--- config.mk ---
export PLATFORM = sky130hd
export DESIGN_NAME = mipi_csi2_tx_packetizer
export DESIGN_NICKNAME = d
export VERILOG_FILES = /design/src/rtl/mipi_csi2_pkg.sv /design/src/rtl/mipi_csi2_crc16_x4.sv /design/src/rtl/mipi_csi2_tx_packetizer.sv
export SDC_FILE = /design/constraint.sdc
export NUM_CORES = 1
export LEC_CHECK = 0
export ABC_AREA = 1
export CAP_MARGIN = 20
export CORE_UTILIZATION = 57
export CTS_CLUSTER_SIZE = 12
export DETAILED_ROUTE_END_ITERATION = 10
export GPL_ROUTABILITY_DRIVEN = 0
export GPL_TIMING_DRIVEN = 0
export PLACE_DENSITY = 0.8
export SYNTH_ARGS = -nofsm -noshare
export SYNTH_HDL_FRONTEND = slang
export SYNTH_HIERARCHICAL = 1
export SYNTH_SLANG_ARGS = --single-unit
--- constraint.sdc ---
create_clock -name CLK_I -period 3.42 [get_ports CLK_I]
set_input_delay 0.342 -clock CLK_I [delete_from_list [all_inputs] [get_ports CLK_I]]
set_output_delay 0.342 -clock CLK_I [all_outputs]
set_load 0.01 [all_outputs]
--- src/rtl/mipi_csi2_pkg.sv ---
// Shared CSI-2 definitions: data types, FSM encodings, header ECC and payload CRC helpers.
// Used by the transmit packetizer and the receive-side checker.
package mipi_csi2_pkg;

    localparam logic [5:0] DT_FS    = 6'h00;
    localparam logic [5:0] DT_FE    = 6'h01;
    localparam logic [5:0] DT_RAW8  = 6'h2A;
    localparam logic [5:0] DT_RAW10 = 6'h2B;

    typedef logic [2:0] csi2_state_t;

    localparam csi2_state_t ST_IDLE   = 3'd0;
    localparam csi2_state_t ST_SP_HDR = 3'd1;
    localparam csi2_state_t ST_LP_HDR = 3'd2;
    localparam csi2_state_t ST_LP_PAY = 3'd3;
    localparam csi2_state_t ST_LP_FTR = 3'd4;
    localparam csi2_state_t ST_GAP    = 3'd5;

    // Each mask selects the header bits that feed one Hamming parity bit.
    function automatic logic [5:0] csi2_ecc(input logic [23:0] hdr);
        logic [5:0] p;
        p[0] = ^(hdr & 24'hF12CB7);
        p[1] = ^(hdr & 24'hF2555B);
        p[2] = ^(hdr & 24'h749A6D);
        p[3] = ^(hdr & 24'hB8E38E);
        p[4] = ^(hdr & 24'hDF03F0);
        p[5] = ^(hdr & 24'hEFFC00);
        return p;
    endfunction

    // Reflected CCITT polynomial (0x8408), one byte, LSB first.
    function automatic logic [15:0] csi2_crc16_byte(input logic [15:0] crc, input logic [7:0] b);
        logic [15:0] c;
        c = crc ^ {8'h00, b};
        for (int i = 0; i < 8; i++) begin
            c = c[0] ? ((c >> 1) ^ 16'h8408) : (c >> 1);
        end
        return c;
    endfunction

endpackage

--- src/rtl/mipi_csi2_crc16_x4.sv ---
// CSI-2 payload CRC-16 consuming one 32-bit word (four bytes, byte 0 first) per enabled cycle.
module mipi_csi2_crc16_x4
    import mipi_csi2_pkg::*;
(
    input  logic        CLK_I,
    input  logic        RESETN_I,
    input  logic        INIT_I,
    input  logic        EN_I,
    input  logic [31:0] DATA_I,
    output logic [15:0] CRC_O
);

    logic [15:0] crc_q;
    logic [15:0] crc_d;

    always_comb begin
        crc_d = crc_q;
        if (INIT_I) begin
            crc_d = 16'hFFFF;
        end else if (EN_I) begin
            crc_d = csi2_crc16_byte(crc_d, DATA_I[7:0]);
            crc_d = csi2_crc16_byte(crc_d, DATA_I[15:8]);
            crc_d = csi2_crc16_byte(crc_d, DATA_I[23:16]);
            crc_d = csi2_crc16_byte(crc_d, DATA_I[31:24]);
        end
    end

    always_ff @(posedge CLK_I) begin
        if (!RESETN_I) begin
            crc_q <= 16'hFFFF;
        end else begin
            crc_q <= crc_d;
        end
    end

    assign CRC_O = crc_q;

endmodule

--- src/rtl/mipi_csi2_tx_packetizer.sv ---
// Line-oriented pixel stream to CSI-2 FS/long/FE packets on a 4-lane byte-parallel HS bus.
// State names the phase currently visible on the registered HS outputs.
module mipi_csi2_tx_packetizer
    import mipi_csi2_pkg::*;
#(
    parameter logic [1:0]  g_VC             = 2'd0,
    parameter logic [5:0]  g_DT             = DT_RAW10,
    parameter logic [15:0] g_WORD_COUNT     = 16'd2600,
    parameter int          g_GAP_CYCLES     = 8,
    parameter logic [15:0] g_FRAME_NUM_INIT = 16'd1
) (
    input  logic        CLK_I,
    input  logic        RESETN_I,
    input  logic        FRAME_START_I,
    input  logic        FRAME_END_I,
    input  logic [31:0] DATA_I,
    input  logic        DATA_VALID_I,
    input  logic        DATA_LAST_I,
    output logic        DATA_READY_O,
    output logic [31:0] HS_DATA_O,
    output logic [3:0]  HS_LANE_EN_O,
    output logic        HS_SOT_O,
    output logic        HS_EOT_O,
    output logic        FRAME_ACTIVE_O,
    output logic        LINE_ERR_O,
    output logic [2:0]  DBG_STATE_O
);

    localparam logic [15:0] N_WORDS  = g_WORD_COUNT >> 2;
    localparam logic [15:0] GAP_LAST = 16'(g_GAP_CYCLES - 1);

    csi2_state_t state_q, state_d;
    logic [15:0] cnt_q, cnt_d;
    logic [15:0] gap_q, gap_d;
    logic [15:0] frame_num_q, frame_num_d;
    logic        fs_pend_q, fs_pend_d;
    logic        fe_pend_q, fe_pend_d;
    logic        active_q, active_d;
    logic        done_q, done_d;
    logic        err_seen_q, err_seen_d;
    logic [31:0] hs_data_q, hs_data_d;
    logic [3:0]  hs_en_q, hs_en_d;
    logic        sot_q, sot_d;
    logic        eot_q, eot_d;
    logic        line_err_q, line_err_d;

    logic        slot;
    logic        take;
    logic        last_slot;
    logic        err_now;
    logic        crc_init;
    logic [31:0] slot_word;
    logic [15:0] crc;
    logic [23:0] fs_hdr, fe_hdr, lp_hdr;

    assign fs_hdr = {frame_num_q, g_VC, DT_FS};
    assign fe_hdr = {frame_num_q, g_VC, DT_FE};
    assign lp_hdr = {g_WORD_COUNT, g_VC, g_DT};

    // A payload slot exists on the header cycle and each payload cycle until N words are out.
    assign slot         = (state_q == ST_LP_HDR) || ((state_q == ST_LP_PAY) && (cnt_q != N_WORDS));
    assign DATA_READY_O = slot && !done_q;
    assign take         = DATA_READY_O && DATA_VALID_I;
    assign last_slot    = (cnt_q == N_WORDS - 16'd1);
    assign slot_word    = take ? DATA_I : 32'h0000_0000;

    mipi_csi2_crc16_x4 u_crc (
        .CLK_I    (CLK_I),
        .RESETN_I (RESETN_I),
        .INIT_I   (crc_init),
        .EN_I     (slot),
        .DATA_I   (slot_word),
        .CRC_O    (crc)
    );

    always_comb begin
        state_d     = state_q;
        cnt_d       = cnt_q;
        gap_d       = gap_q;
        frame_num_d = frame_num_q;
        fs_pend_d   = fs_pend_q;
        fe_pend_d   = fe_pend_q;
        active_d    = active_q;
        done_d      = done_q;
        err_seen_d  = err_seen_q;
        hs_data_d   = 32'h0000_0000;
        hs_en_d     = 4'b0000;
        sot_d       = 1'b0;
        eot_d       = 1'b0;
        line_err_d  = 1'b0;
        crc_init    = 1'b0;
        err_now     = 1'b0;

        case (state_q)
            ST_IDLE: begin
                if (fe_pend_q && active_q) begin
                    hs_data_d   = {2'b00, csi2_ecc(fe_hdr), fe_hdr};
                    hs_en_d     = 4'b1111;
                    sot_d       = 1'b1;
                    eot_d       = 1'b1;
                    fe_pend_d   = 1'b0;
                    active_d    = 1'b0;
                    frame_num_d = (frame_num_q == 16'hFFFF) ? 16'd1 : frame_num_q + 16'd1;
                    state_d     = ST_SP_HDR;
                end else if (fs_pend_q && !active_q) begin
                    hs_data_d = {2'b00, csi2_ecc(fs_hdr), fs_hdr};
                    hs_en_d   = 4'b1111;
                    sot_d     = 1'b1;
                    eot_d     = 1'b1;
                    fs_pend_d = 1'b0;
                    active_d  = 1'b1;
                    state_d   = ST_SP_HDR;
                end else if (DATA_VALID_I && active_q) begin
                    hs_data_d  = {2'b00, csi2_ecc(lp_hdr), lp_hdr};
                    hs_en_d    = 4'b1111;
                    sot_d      = 1'b1;
                    crc_init   = 1'b1;
                    cnt_d      = 16'd0;
                    done_d     = 1'b0;
                    err_seen_d = 1'b0;
                    state_d    = ST_LP_HDR;
                end
            end
            ST_SP_HDR, ST_LP_FTR: begin
                gap_d   = 16'd0;
                state_d = ST_GAP;
            end
            ST_LP_HDR, ST_LP_PAY: begin
                if (slot) begin
                    hs_data_d = slot_word;
                    hs_en_d   = 4'b1111;
                    cnt_d     = cnt_q + 16'd1;
                    state_d   = ST_LP_PAY;
                    // Once an early last is seen the rest of the line is zero-filled, not underflow.
                    if (take && DATA_LAST_I && !last_slot) begin
                        done_d  = 1'b1;
                        err_now = 1'b1;
                    end
                    if (take && !DATA_LAST_I && last_slot) err_now = 1'b1;
                    if (!take && !done_q) err_now = 1'b1;
                    if (err_now && !err_seen_q) begin
                        line_err_d = 1'b1;
                        err_seen_d = 1'b1;
                    end
                end else begin
                    hs_data_d = {16'h0000, crc};
                    hs_en_d   = 4'b0011;
                    eot_d     = 1'b1;
                    state_d   = ST_LP_FTR;
                end
            end
            ST_GAP: begin
                if (gap_q == GAP_LAST) begin
                    state_d = ST_IDLE;
                end else begin
                    gap_d = gap_q + 16'd1;
                end
            end
            default: state_d = ST_IDLE;
        endcase

        // A simultaneous start and end request is treated as an end request only.
        if (FRAME_END_I) begin
            fe_pend_d = 1'b1;
        end else if (FRAME_START_I) begin
            fs_pend_d = 1'b1;
        end
    end

    always_ff @(posedge CLK_I) begin
        if (!RESETN_I) begin
            state_q     <= ST_IDLE;
            cnt_q       <= 16'd0;
            gap_q       <= 16'd0;
            frame_num_q <= g_FRAME_NUM_INIT;
            fs_pend_q   <= 1'b0;
            fe_pend_q   <= 1'b0;
            active_q    <= 1'b0;
            done_q      <= 1'b0;
            err_seen_q  <= 1'b0;
            hs_data_q   <= 32'h0000_0000;
            hs_en_q     <= 4'b0000;
            sot_q       <= 1'b0;
            eot_q       <= 1'b0;
            line_err_q  <= 1'b0;
        end else begin
            state_q     <= state_d;
            cnt_q       <= cnt_d;
            gap_q       <= gap_d;
            frame_num_q <= frame_num_d;
            fs_pend_q   <= fs_pend_d;
            fe_pend_q   <= fe_pend_d;
            active_q    <= active_d;
            done_q      <= done_d;
            err_seen_q  <= err_seen_d;
            hs_data_q   <= hs_data_d;
            hs_en_q     <= hs_en_d;
            sot_q       <= sot_d;
            eot_q       <= eot_d;
            line_err_q  <= line_err_d;
        end
    end

    assign HS_DATA_O      = hs_data_q;
    assign HS_LANE_EN_O   = hs_en_q;
    assign HS_SOT_O       = sot_q;
    assign HS_EOT_O       = eot_q;
    assign FRAME_ACTIVE_O = active_q;
    assign LINE_ERR_O     = line_err_q;
    assign DBG_STATE_O    = state_q;

endmodule

==> metrics.md <==
| Metric | Value |
|---|---|
| Status | `complete, no violations` |
| HPWL Detailed | `16.22 mm` |
| Wire per inst | `15.57 microns` |
| Grt peak-use layer | `met2` |
| Via-to-Cell Ratio | `5.540` |
| Crit-path max FO | `10` |
| MaxCap Viol Count | `0` |
| Headroom to the max-slew limit | `0.5026` |
| Hold Slack | `approximately 480 ps` |
| # rows | `41` |
| Initial antenna violation count | `0` |
| Number of remaining DRC errors | `0` |
| H-tree levels | `3` |
| Cells on worst reg2reg path | `30` |
| Total routed wirelength | `22.93 mm` |
| Mapped Area | `7532 sq um` |
| Met3 Use GR | `0.05767` |
| M1 GR Usage | `0.4273` |
| TritonCTS clock tree | `yes` |
| Synth async-reset ratio | `0` |
| Nets | `1,345` |
| Clock tree sinks | `109` |
| Die area | `13,680 sq um` |
| RSZ-0062 raised after global routing | `true` |
| Die width | `117.0 microns` |
| Met2 Track Usage GR | `0.5436` |
| DR vias | `8,155` |
| Num CTS Buffers | `9` |
| Fin crit period | `roughly 3400 ps` |
| Leading cell types in the layout, fill and taps excluded | `nand2_1 (282), inv_1 (141), nor2_1 (109)` |
| Final setup violation count | `0` |
| Number of synthesized register bits | `109` |
| Initial Util | `0.5897` |
| Die height | `117.0 microns` |
| Top_reg_cell synth | `dfxtp_1` |
| Hold path depth | `2` |
| Layout cell share with drive strength beyond 1 | `0.1662` |
| Core area | `12,770 sq um` |
| CP Data Arrival Time | `3670 ps` |
| Worst Clk Skew | `13.47 ps` |
| Synth unique cells | `44` |
| Post-synth EDFFs | `0` |
| Clock Pin Slew Worst Setup and Hold Paths | `80 ps` |
| Commonest non-fill, non-tap cell in the layout | `nand2_1` |
| Post-synthesis sequential area ratio | `0.2897` |
| Worst-Margin Slew | `740.5 ps` |
| Worst Setup End Kind | `register` |
| Antenna Cells | `0` |
| Worst path slowest cell | `dfxtp_4` |
| Synthesized Nets | `between 1k and 1.5k` |
| I/O Buffers | `81` |
| CTS Hold Bufs | `0` |
| Slew Viols, Final | `0` |
| Avg Cell Area, Syn | `6.362 sq um` |
| Final Util | `0.7454` |
| DRT Pass-1 Iters | `6` |
| All-Layer GR Usage | `0.3290` |
| Crit Path Category | `register to register` |
| Vias in the first global route | `approximately 7k` |
| First-pass GRT wire length | `between 30 and 40 mm` |
| YS warnings | `6` |
| Worst min-delay path class | `register to register` |
| I/O pin count | `82` |
| Crit-path max cell delay | `360 ps` |
| Element type at the critical path start | `register` |
| Synth Instances | `1,184` |
| Largest net degree at the start of global routing | `20` |
| Worst path required time | `3680 ps` |
| Clock Tree Root | `clkbuf_16` |
| Detail Route Antenna Nets | `0` |
| Clk Latency, worst-skew pair | `370 ps` |
| Final hold vios | `0` |
| Starting DRC count in detailed routing | `920` |
| Clock tree buffer depth | `2` |
| Fmax | `0.2938 GHz` |
| Synth-to-layout area growth | `26.41%` |
| Aggregate global routing overflow | `0` |
| Period utilization | `0.9951` |
flip-flops by register name (all words and copies together) (netlist names):
signal / flops
err_seen_q: 1
gap_q: 16
fe_pend_q: 1
HS_DATA_O: 32
DBG_STATE_O: 3
HS_EOT_O: 1
HS_LANE_EN_O: 2
fs_pend_q: 1
done_q: 1
HS_SOT_O: 1
frame_num_q: 16
cnt_q: 16
LINE_ERR_O: 1
FRAME_ACTIVE_O: 1
u_crc/CRC_O: 16
worst paths after layout:
check	slack, ps	start	endpoint
worst min-delay path	480	err_seen_q$_SDFFE_PN0P_	err_seen_q$_SDFFE_PN0P_
worst min register to register	480	err_seen_q$_SDFFE_PN0P_	err_seen_q$_SDFFE_PN0P_
worst max register to register	20	cnt_q[0]$_SDFFE_PN0P_	u_crc/CRC_O[3]$_SDFFE_PP1P_
worst max-delay path	20	cnt_q[0]$_SDFFE_PN0P_	u_crc/CRC_O[3]$_SDFFE_PP1P_
synth_stat cells, types with 2 or more instances:
| master | count | area, sq um |
|---|---|---|
| xnor2_2 | 2 | 32.53 |
| nand3_2 | 10 | 100.1 |
| o211ai_1 | 3 | 22.52 |
| nor2_1 | 119 | 446.7 |
| buf_4 | 4 | 30.03 |
| o21ai_0 | 31 | 155.2 |
| inv_4 | 2 | 12.51 |
| nand2_1 | 319 | 1197 |
| nor4_1 | 7 | 43.79 |
| clkbuf_1 | 12 | 45.04 |
| ha_1 | 12 | 150.1 |
| nand3b_1 | 6 | 45.04 |
| nand4_1 | 14 | 87.58 |
| nand3_1 | 113 | 565.5 |
| a211oi_1 | 4 | 30.03 |
| inv_2 | 11 | 41.29 |
| a22oi_1 | 7 | 52.55 |
| buf_2 | 8 | 40.04 |
| xor2_2 | 2 | 32.53 |
| nor2_2 | 8 | 50.05 |
| nand2_2 | 29 | 181.4 |
| nor3b_1 | 2 | 15.01 |
| a31oi_1 | 3 | 18.77 |
| or2_2 | 10 | 62.56 |
| xnor2_1 | 32 | 280.3 |
| nor2_4 | 3 | 33.78 |
| nand2_4 | 11 | 123.9 |
| nor3_2 | 2 | 20.02 |
| a21oi_1 | 81 | 405.4 |
| dfxtp_1 | 109 | 2182 |
| inv_1 | 145 | 544.3 |
| nor3_1 | 20 | 100.1 |
| xor2_1 | 32 | 280.3 |
layer usage:
layer	vias to the layer above	routed length [microns]
li1	4000	-
met1	3733	9666
met2	348	10700
met3	74	1650
met4	0	913
met5	-	0
final cells by class:
type	instances	area, sq um
Timing Repair Buffer	100	969.7
Buffer	25	153.9
Fill cell	1014	3252
Tap cell	172	215.2
Inverter	158	600.6
Clock buffer	10	239.0
Sequential cell	109	2187
Clock inverter	6	81.33
Multi-Input combinational cell	892	5075
kinds of logic after synthesis:
| group | Yosys count | synth area share |
|---|---|---|
| DFF | 109 | 0.2897 |
| and+or+nand+nor | 677 | 0.4140 |
| AOI/OAI and AO/OA | 135 | 0.09801 |
| xor gates and xnor gates | 68 | 0.08306 |
| buffers and inverters | 183 | 0.09535 |
| adders and majority gates | 12 | 0.01993 |
worst max-delay path, delay by kind of cell, from the launching register on:
kind | cells | cell delay, ps
adder cells (fa/ha/maj) | 1 | 170
buffers and inverters | 5 | 470
AND/OR/NAND/NOR | 24 | 2280
flip-flops | 1 | 360
through the flow:
stage	setup TNS, ps	cell area, sq um	setup WS, ps	cells
floorplan	0	7532	253.7	1184
detailed placement	-5338	8558	-458.3	1437
global route	-944.4	9522	-172.2	1472
finish	0	9522	16.59	1472
CTS	0	9067	41.89	1460
global placement	-3593	8558	-339.6	1437
repair_timing:
action | 4_1_cts | 5_1_grt
endpoints found under the setup margin | 16 | 16
pin swaps | 5 | 23
setup buffers | 7 | 12
hold endpoints to repair | 0 | 0
resized for setup | 36 | 91
Power is not shown: default switching activity piles up to over one toggle a cycle in this logic, so the estimate is an artifact.
